## config.mk

```make
export PLATFORM = sky130hd
export DESIGN_NAME = pc_control
export DESIGN_NICKNAME = d
export VERILOG_FILES = /design/src/rtl/pc_control.sv
export SDC_FILE = /design/constraint.sdc
export NUM_CORES = 1
export LEC_CHECK = 0
export ABC_CLOCK_PERIOD_IN_PS = 4200
export CAP_MARGIN = 20
export CORE_MARGIN = 2
export CORE_UTILIZATION = 47
export DETAILED_ROUTE_END_ITERATION = 7
export PLACE_DENSITY_LB_ADDON = 0.08
export REMOVE_ABC_BUFFERS = 1
export SLEW_MARGIN = 20
export SYNTH_ARGS = -nofsm -noshare
export SYNTH_HDL_FRONTEND = slang
export SYNTH_SLANG_ARGS = --single-unit
```

## constraint.sdc

```tcl
create_clock -name CLK -period 4.2 [get_ports CLK]
set_clock_uncertainty 0.2 [all_clocks]
set_input_delay 1.26 -clock CLK [delete_from_list [all_inputs] [get_ports CLK]]
set_output_delay 1.26 -clock CLK [all_outputs]
set_load 0.02 [all_outputs]
```

## src/rtl/pc_control.sv

```systemverilog
// Program counter and redirect sequencer: pc+4, jr, branch and jump sources; 1-cycle redirect latency.
// A redirect that arrives before ihit is latched (HOLD) and applied on ihit; stall freezes only sequential/jump fetch.
module pc_control #(
  parameter logic [31:0] PC_INIT = 32'h0000_0000
) (
  input  logic        CLK,
  input  logic        nRST,
  input  logic        ihit,
  input  logic        stall,
  input  logic        halt,
  input  logic        ex_branch_taken,
  input  logic [31:0] ex_branch_target,
  input  logic        ex_jr,
  input  logic [31:0] ex_jr_target,
  input  logic        id_jump,
  input  logic [31:0] id_jump_target,
  output logic [31:0] pc,
  output logic [31:0] pc_plus4,
  output logic [1:0]  npc_sel,
  output logic        pc_en,
  output logic        flush_if,
  output logic        flush_id,
  output logic        redirect_pending,
  output logic        halted
);

  typedef enum logic [1:0] {RUN = 2'd0, HOLD = 2'd1, HALT = 2'd2} state_t;

  localparam logic [1:0] SEL_SEQ  = 2'd0;
  localparam logic [1:0] SEL_JR   = 2'd1;
  localparam logic [1:0] SEL_BR   = 2'd2;
  localparam logic [1:0] SEL_JUMP = 2'd3;

  state_t      r_state, w_state_nxt;
  logic [31:0] r_pc, w_pc_nxt;
  logic [31:0] r_tgt, w_tgt_nxt;
  logic [1:0]  r_sel, w_sel_nxt;

  logic        w_ex, w_jmp;
  logic [1:0]  w_src_sel;
  logic [31:0] w_src_tgt;
  logic [1:0]  w_sel;
  logic        w_pc_en, w_flush_if, w_flush_id;

  assign pc_plus4 = r_pc + 32'd4;
  assign w_ex     = ex_branch_taken | ex_jr;
  assign w_jmp    = id_jump & ~stall;

  always_comb begin
    w_src_sel = SEL_JUMP;
    w_src_tgt = id_jump_target;
    if (ex_branch_taken) begin
      w_src_sel = SEL_BR;
      w_src_tgt = ex_branch_target;
    end else if (ex_jr) begin
      w_src_sel = SEL_JR;
      w_src_tgt = ex_jr_target;
    end
  end

  always_comb begin
    w_state_nxt = r_state;
    w_pc_nxt    = r_pc;
    w_tgt_nxt   = r_tgt;
    w_sel_nxt   = r_sel;
    w_sel       = SEL_SEQ;
    w_pc_en     = 1'b0;
    w_flush_if  = 1'b0;
    w_flush_id  = 1'b0;
    unique case (r_state)
      RUN: begin
        if (w_ex || w_jmp) begin
          w_sel      = w_src_sel;
          w_flush_if = 1'b1;
          w_flush_id = w_ex;
          if (ihit) begin
            w_pc_en  = 1'b1;
            w_pc_nxt = w_src_tgt;
            // halt decoded alongside an ID jump still stops once the jump lands
            if (halt && !w_ex) w_state_nxt = HALT;
          end else begin
            w_tgt_nxt   = w_src_tgt;
            w_sel_nxt   = w_src_sel;
            w_state_nxt = HOLD;
          end
        end else begin
          w_pc_en = ihit & ~stall;
          if (w_pc_en) begin
            w_pc_nxt = pc_plus4;
            if (halt) w_state_nxt = HALT;
          end
        end
      end
      HOLD: begin
        w_sel = r_sel;
        if (w_ex) begin
          w_sel      = w_src_sel;
          w_flush_if = 1'b1;
          w_flush_id = 1'b1;
          w_tgt_nxt  = w_src_tgt;
          w_sel_nxt  = w_src_sel;
        end
        if (ihit) begin
          w_pc_en     = 1'b1;
          w_pc_nxt    = w_ex ? w_src_tgt : r_tgt;
          w_state_nxt = RUN;
        end
      end
      HALT: begin
      end
      default: w_state_nxt = RUN;
    endcase
  end

  always_ff @(posedge CLK or negedge nRST) begin
    if (!nRST) begin
      r_state <= RUN;
      r_pc    <= PC_INIT;
      r_tgt   <= 32'd0;
      r_sel   <= SEL_SEQ;
    end else begin
      r_state <= w_state_nxt;
      r_pc    <= w_pc_nxt;
      r_tgt   <= w_tgt_nxt;
      r_sel   <= w_sel_nxt;
    end
  end

  // Combinational outputs are forced quiet while reset is held
  assign pc               = r_pc;
  assign npc_sel          = nRST ? w_sel : SEL_SEQ;
  assign pc_en            = nRST & w_pc_en;
  assign flush_if         = nRST & w_flush_if;
  assign flush_id         = nRST & w_flush_id;
  assign redirect_pending = nRST & (r_state == HOLD);
  assign halted           = nRST & (r_state == HALT);

endmodule

```

After elaboration in Yosys (flattened, before gate mapping) --
Cells that the tools add are included.
Word-level totals: register bits 68, input port bits 104, output and inout port bits 71
Cells by class: $add $sub $neg 1, equality and inequality tests 9, multiplexer cells 35, bitwise gates (word level) 10, reductions and logical operators 8
Operators with widths (number):
- 32-bit 2-to-1 mux | 9
- 32-bit one-hot mux with 2 select lines | 2
- 32-bit by 3-bit adder with 32-bit output, second input constant | 1
- 2-bit 2-to-1 mux | 13
- 3-bit inequality test, second input constant | 3
- 2-bit one-hot mux with 2 select lines | 2
- 1-bit bitwise AND | 7
- 2-bit inequality test, second input constant | 3
- 1-bit one-hot mux with 2 select lines | 3
- 2-bit one-hot mux with 3 select lines | 1
- 1-bit 2-to-1 mux | 5
- 5-bit AND reduction | 1
- 4-bit inequality test, second input constant | 1
- 4-bit AND reduction | 1
- 3-bit AND reduction | 1
- 2-bit by 1-bit equality test with 1-bit output, second input constant | 1
- 2-bit equality test, second input constant | 1
- 2-bit logical NOT | 1
- 1-bit inverter | 2
- 2-bit nonzero test | 1
- 1-bit logical AND | 1
- 1-bit logical NOT | 1
- 1-bit logical OR | 1
- 1-bit OR | 1

Depth between registers and ports, before layout --
Gate-level depths: netlist of run 1.
depth in word-level cells 7, mapped depth 8

Least setup slack after synthesis of run 1 --
No wires, ideal clock.
kind input port to output port, start point input port ex_jr, end point output port npc_sel[0], arrival time 2.815 ns, required time 2.740 ns, setup slack -0.075 ns, stages on the path 6, path buffers 4, cell sequence buf_2 clkbuf_1 clkbuf_1 clkbuf_1 a21oi_1 a211oi_1
Between the ends: cells in the longest elaborated chain, start to end 5
RTL lines:
- start: declaration | line 13 | input logic ex_jr,
- 1-bit OR * | line 46 | assign w_ex = ex_branch_taken | ex_jr;
- 1-bit logical OR | line 72 | if (w_ex || w_jmp) begin
- 2-bit 2-to-1 mux | line 72
- 2-bit one-hot mux with 2 select lines * | line 70 | unique case (r_state)
- 2-bit 2-to-1 mux * | line 131 | assign npc_sel = nRST ? w_sel : SEL_SEQ;
- end: declaration | line 19 | output logic [1:0] npc_sel,
Every way passes the cells marked *; elsewhere a longest branch is shown, timed or not.

Worst setup path after layout of run 1 --
start point register r_pc[5] (netlist: pc[5]), end point output port pc_plus4[31]
Between the ends: cells in the longest elaborated chain, start to end 1
RTL lines:
- start: declaration | line 35 | logic [31:0] r_pc, w_pc_nxt;
- start signal: assignment | line 123 | r_pc <= w_pc_nxt;
- 32-bit by 3-bit adder with 32-bit output | line 45 | assign pc_plus4 = r_pc + 32'd4;
- end: declaration | line 18 | output logic [31:0] pc_plus4,
No other way between the ends.

==> results of run 1 <==
-- final cells by class --
type	count	area [um2]
Tap cell	140	175.2
Clock buffer	11	141.4
Clock inverter	5	75.07
Multi-Input combinational cell	542	3284
Fill cell	899	3334
Inverter	15	56.30
Timing Repair Buffer	210	2017
Sequential cell	68	1709
-- synth_stat cells, types with 7 or more instances --
| cell | instances | area [um2] |
|---|---|---|
| inv_1 | 15 | 56.30 |
| xnor2_1 | 20 | 175.2 |
| o21ai_0 | 73 | 365.4 |
| dfrtp_1 | 68 | 1702 |
| a31oi_1 | 30 | 187.7 |
| a22oi_1 | 26 | 195.2 |
| nand2_1 | 68 | 255.2 |
| and3_1 | 7 | 43.79 |
| a211oi_1 | 12 | 90.09 |
| nor2_1 | 60 | 225.2 |
| clkbuf_1 | 37 | 138.9 |
| a21oi_1 | 88 | 440.4 |
| nand3_1 | 17 | 85.08 |
| buf_2 | 13 | 65.06 |
| a21o_1 | 8 | 60.06 |
| nor2b_1 | 12 | 75.07 |
| nand2b_1 | 18 | 112.6 |
-- power breakdown --
group / switching (uW) / internal, uW / total (uW)
sequential: 141 / 773 / 914
clock: 272 / 348 / 620
combinational: 587 / 514 / 1100
-- repair_timing --
item	CTS	global route
gates resized for setup	15	18
setup endpoints to repair	11	11
setup buffers	0	0
hold buffers	0	0
pin swaps	0	1
gates cloned	0	0
-- through the flow --
step | std cells | hold WS, ns
after floorplan | 625 | 0.2905
after global placement | 975 | 0.2984
after detailed placement | 975 | 0.2972
after CTS | 991 | 0.3319
after global routing | 991 | 0.3446
final | 991 | 0.3314
-- worst reg2reg max path, stage by stage, from the launching register on --
cell and delay [ns]:
dfrtp_1 0.63, nand2b_1 0.63, buf_4 0.35, nor2_1 0.10
a211oi_4 0.26, buf_12 0.24, nor2_1 0.07, a31oi_1 0.15
-- per-layer routing --
layer	vias to the layer above	track usage [%]	part of all wire, %
li1	2839	-	-
met1	2915	41.24	40
met2	319	52.17	48
met3	38	5.858	9.1
met4	0	13.83	2.5
met5	-	0	0
-- kinds of logic after synthesis --
family	Yosys count	share of synthesized area (%)
buf+inv	72	5.657
compound gates	290	34.71
fa+ha+maj	1	0.2407
flops	68	32.74
simple gates	221	21.47
mux	4	0.7944
xor+xnor	26	4.381
-- final timing paths --
path	endpoint	slack (ns)
worst max-delay path	pc_plus4[31]	0.12
worst min-delay path	pc[0]	0.33
worst max register to register	r_tgt[27]	1.48
worst min register to register	pc[0]	0.33
max in group asynchronous	pc[18]	2.05
min in group asynchronous	r_sel[0]	0.52
-- sequential cells by signal, summed over array words and instances, names as in the netlist --
register / cells
r_tgt: 32
pc: 32
r_state: 2
r_sel: 2
==> key figures, run 1 <==
Outcome
  – Status: finished, final reports clean

Power
  – Peak supply drop: ~180 uV
  – Static Leakage: about 0.003 uW
  – Total power: 2636 uW
  – Power per cell area: 353.4 nW/um2

Setup path
  – Critical Path AT: 2.62 ns
  – Worst EP required: 2.74 ns
  – CP startpoint kind: register
  – Crit-path leading delay family: buffers and inverters
  – Crit path buffers/inverters: 2
  – CP Max Fanout: 7
  – RR Startpoint: r_state[1]
  – Worst-path cell chain: nand4_1 > buf_4 > nor2_1 > and4_1 > xor2_1 > clkdlybuf4s50_1
  – Crit. End Element: output port
  – Worst Reg-to-Reg Cells: 7
  – Setup Crit Path Kind: reg -> out
  – Crit path depth: 6
  – Slowest library cell on the worst path: clkdlybuf4s50_1
  – Max stage delay on crit path: 0.62 ns
  – CP startpoint: pc[5]

Route
  – Via density: 6.166
  – Routed Antenna Nets: 0
  – Final Routed Wirelength: 19010 um
  – Vias after detailed routing: 6111
  – Residual DRC: 0
  – Drt first pass iters: 7
  – DR WL/cell: around 19 um
  – Starting DRT DRC Count: 566

Final layout
  – Share of the core filled with cells: between 60% and 70%
  – Share of cells above drive strength 1: between 10% and 20%
  – Net count, final: ~950
  – Area Growth Syn to Fin: 43.50%
  – N_diodes: 0
  – Most frequent cells in the layout: clkdlybuf4s50_1, a21oi_1, o21ai_0
  – Post-route cell area: ~7500 um2
  – Most common cell after layout, fill and taps aside: clkdlybuf4s50_1

Global route
  – First-pass GRT wire length: about 30000 um
  – Total GRT Usage: 31.92%
  – Initial antenna violation count: 0
  – Largest net degree at the start of global routing: 68
  – Vias in the first global route: between 5000 and 6000
  – GRT overflow: 0

Clock tree
  – Clk buf depth: 2
  – # clock sinks: 68
  – CTS tree: done
  – CTS Buf Count: 9
  – Clock-pin slew of the registers on the worst-case setup and hold paths: around 0.080 ns
  – Worst-Skew Late Latency: 0.36 ns
  – H-tree lvl count: 3
  – Clock root buffer: clkbuf_8

Die
  – Initial Util: 48.16%
  – Core area: 10790 um2
  – Die area: 11920 um2
  – Std cell rows: 38
  – Die height: around 110 um
  – Chip Width: between 100 and 150 um
  – IO Pins: ~180

Placement
  – Port Buf Inserts: 174
  – Area after DPL: 7192 um2
  – Final HPWL DP: 13280 um
  – Worst slack at placement: -0.2643 ns
  – Global placer's final weighted congestion: 0.8714

Synthesis
  – Post-synth ARST share: 100.0%
  – Syn_area_per_cell: 7.621 um2
  – YS warnings: 0
  – Post-synthesis cell area: 5197 um2
  – Synth unique cells: 66
  – Ys flop type: dfrtp_1
  – Register area share after synthesis: 32.74%
  – Post-synth EDFFs: 0
  – #FFs+latches synth: 68
  – Cells after Synth: between 600 and 700

Min path
  – Hold path start: pc[0]
  – Worst Hold Depth: 1
  – Worst hold-check path type: reg -> reg

STA
  – Headroom to the max-slew limit: 43.68%
  – Fin worst setup slack: 0.1233 ns
  – Period minus WS final: 4.077 ns
  – Setup violators final: 0
  – Final Hold Viols: 0
  – F_max: 0.2453 GHz
  – Slew @ Worst Pin: 0.8449 ns
  – RSZ-0062 raised after global routing: no
  – Max-slew violation count: 0
  – Ratio of final minimum period to clock period: 97.06%
  – Fin Setup TNS: 0 ns

Run
  – Number of max-cap violations: 0
Note: power is estimated with default switching activity, not from simulation.
==> run 2, diff against run 1 <==
- CAP_MARGIN: 20 -> not set
==> results of run 2 <==
Same layout as run 1: the final DEF is identical, and so are final timing and power.
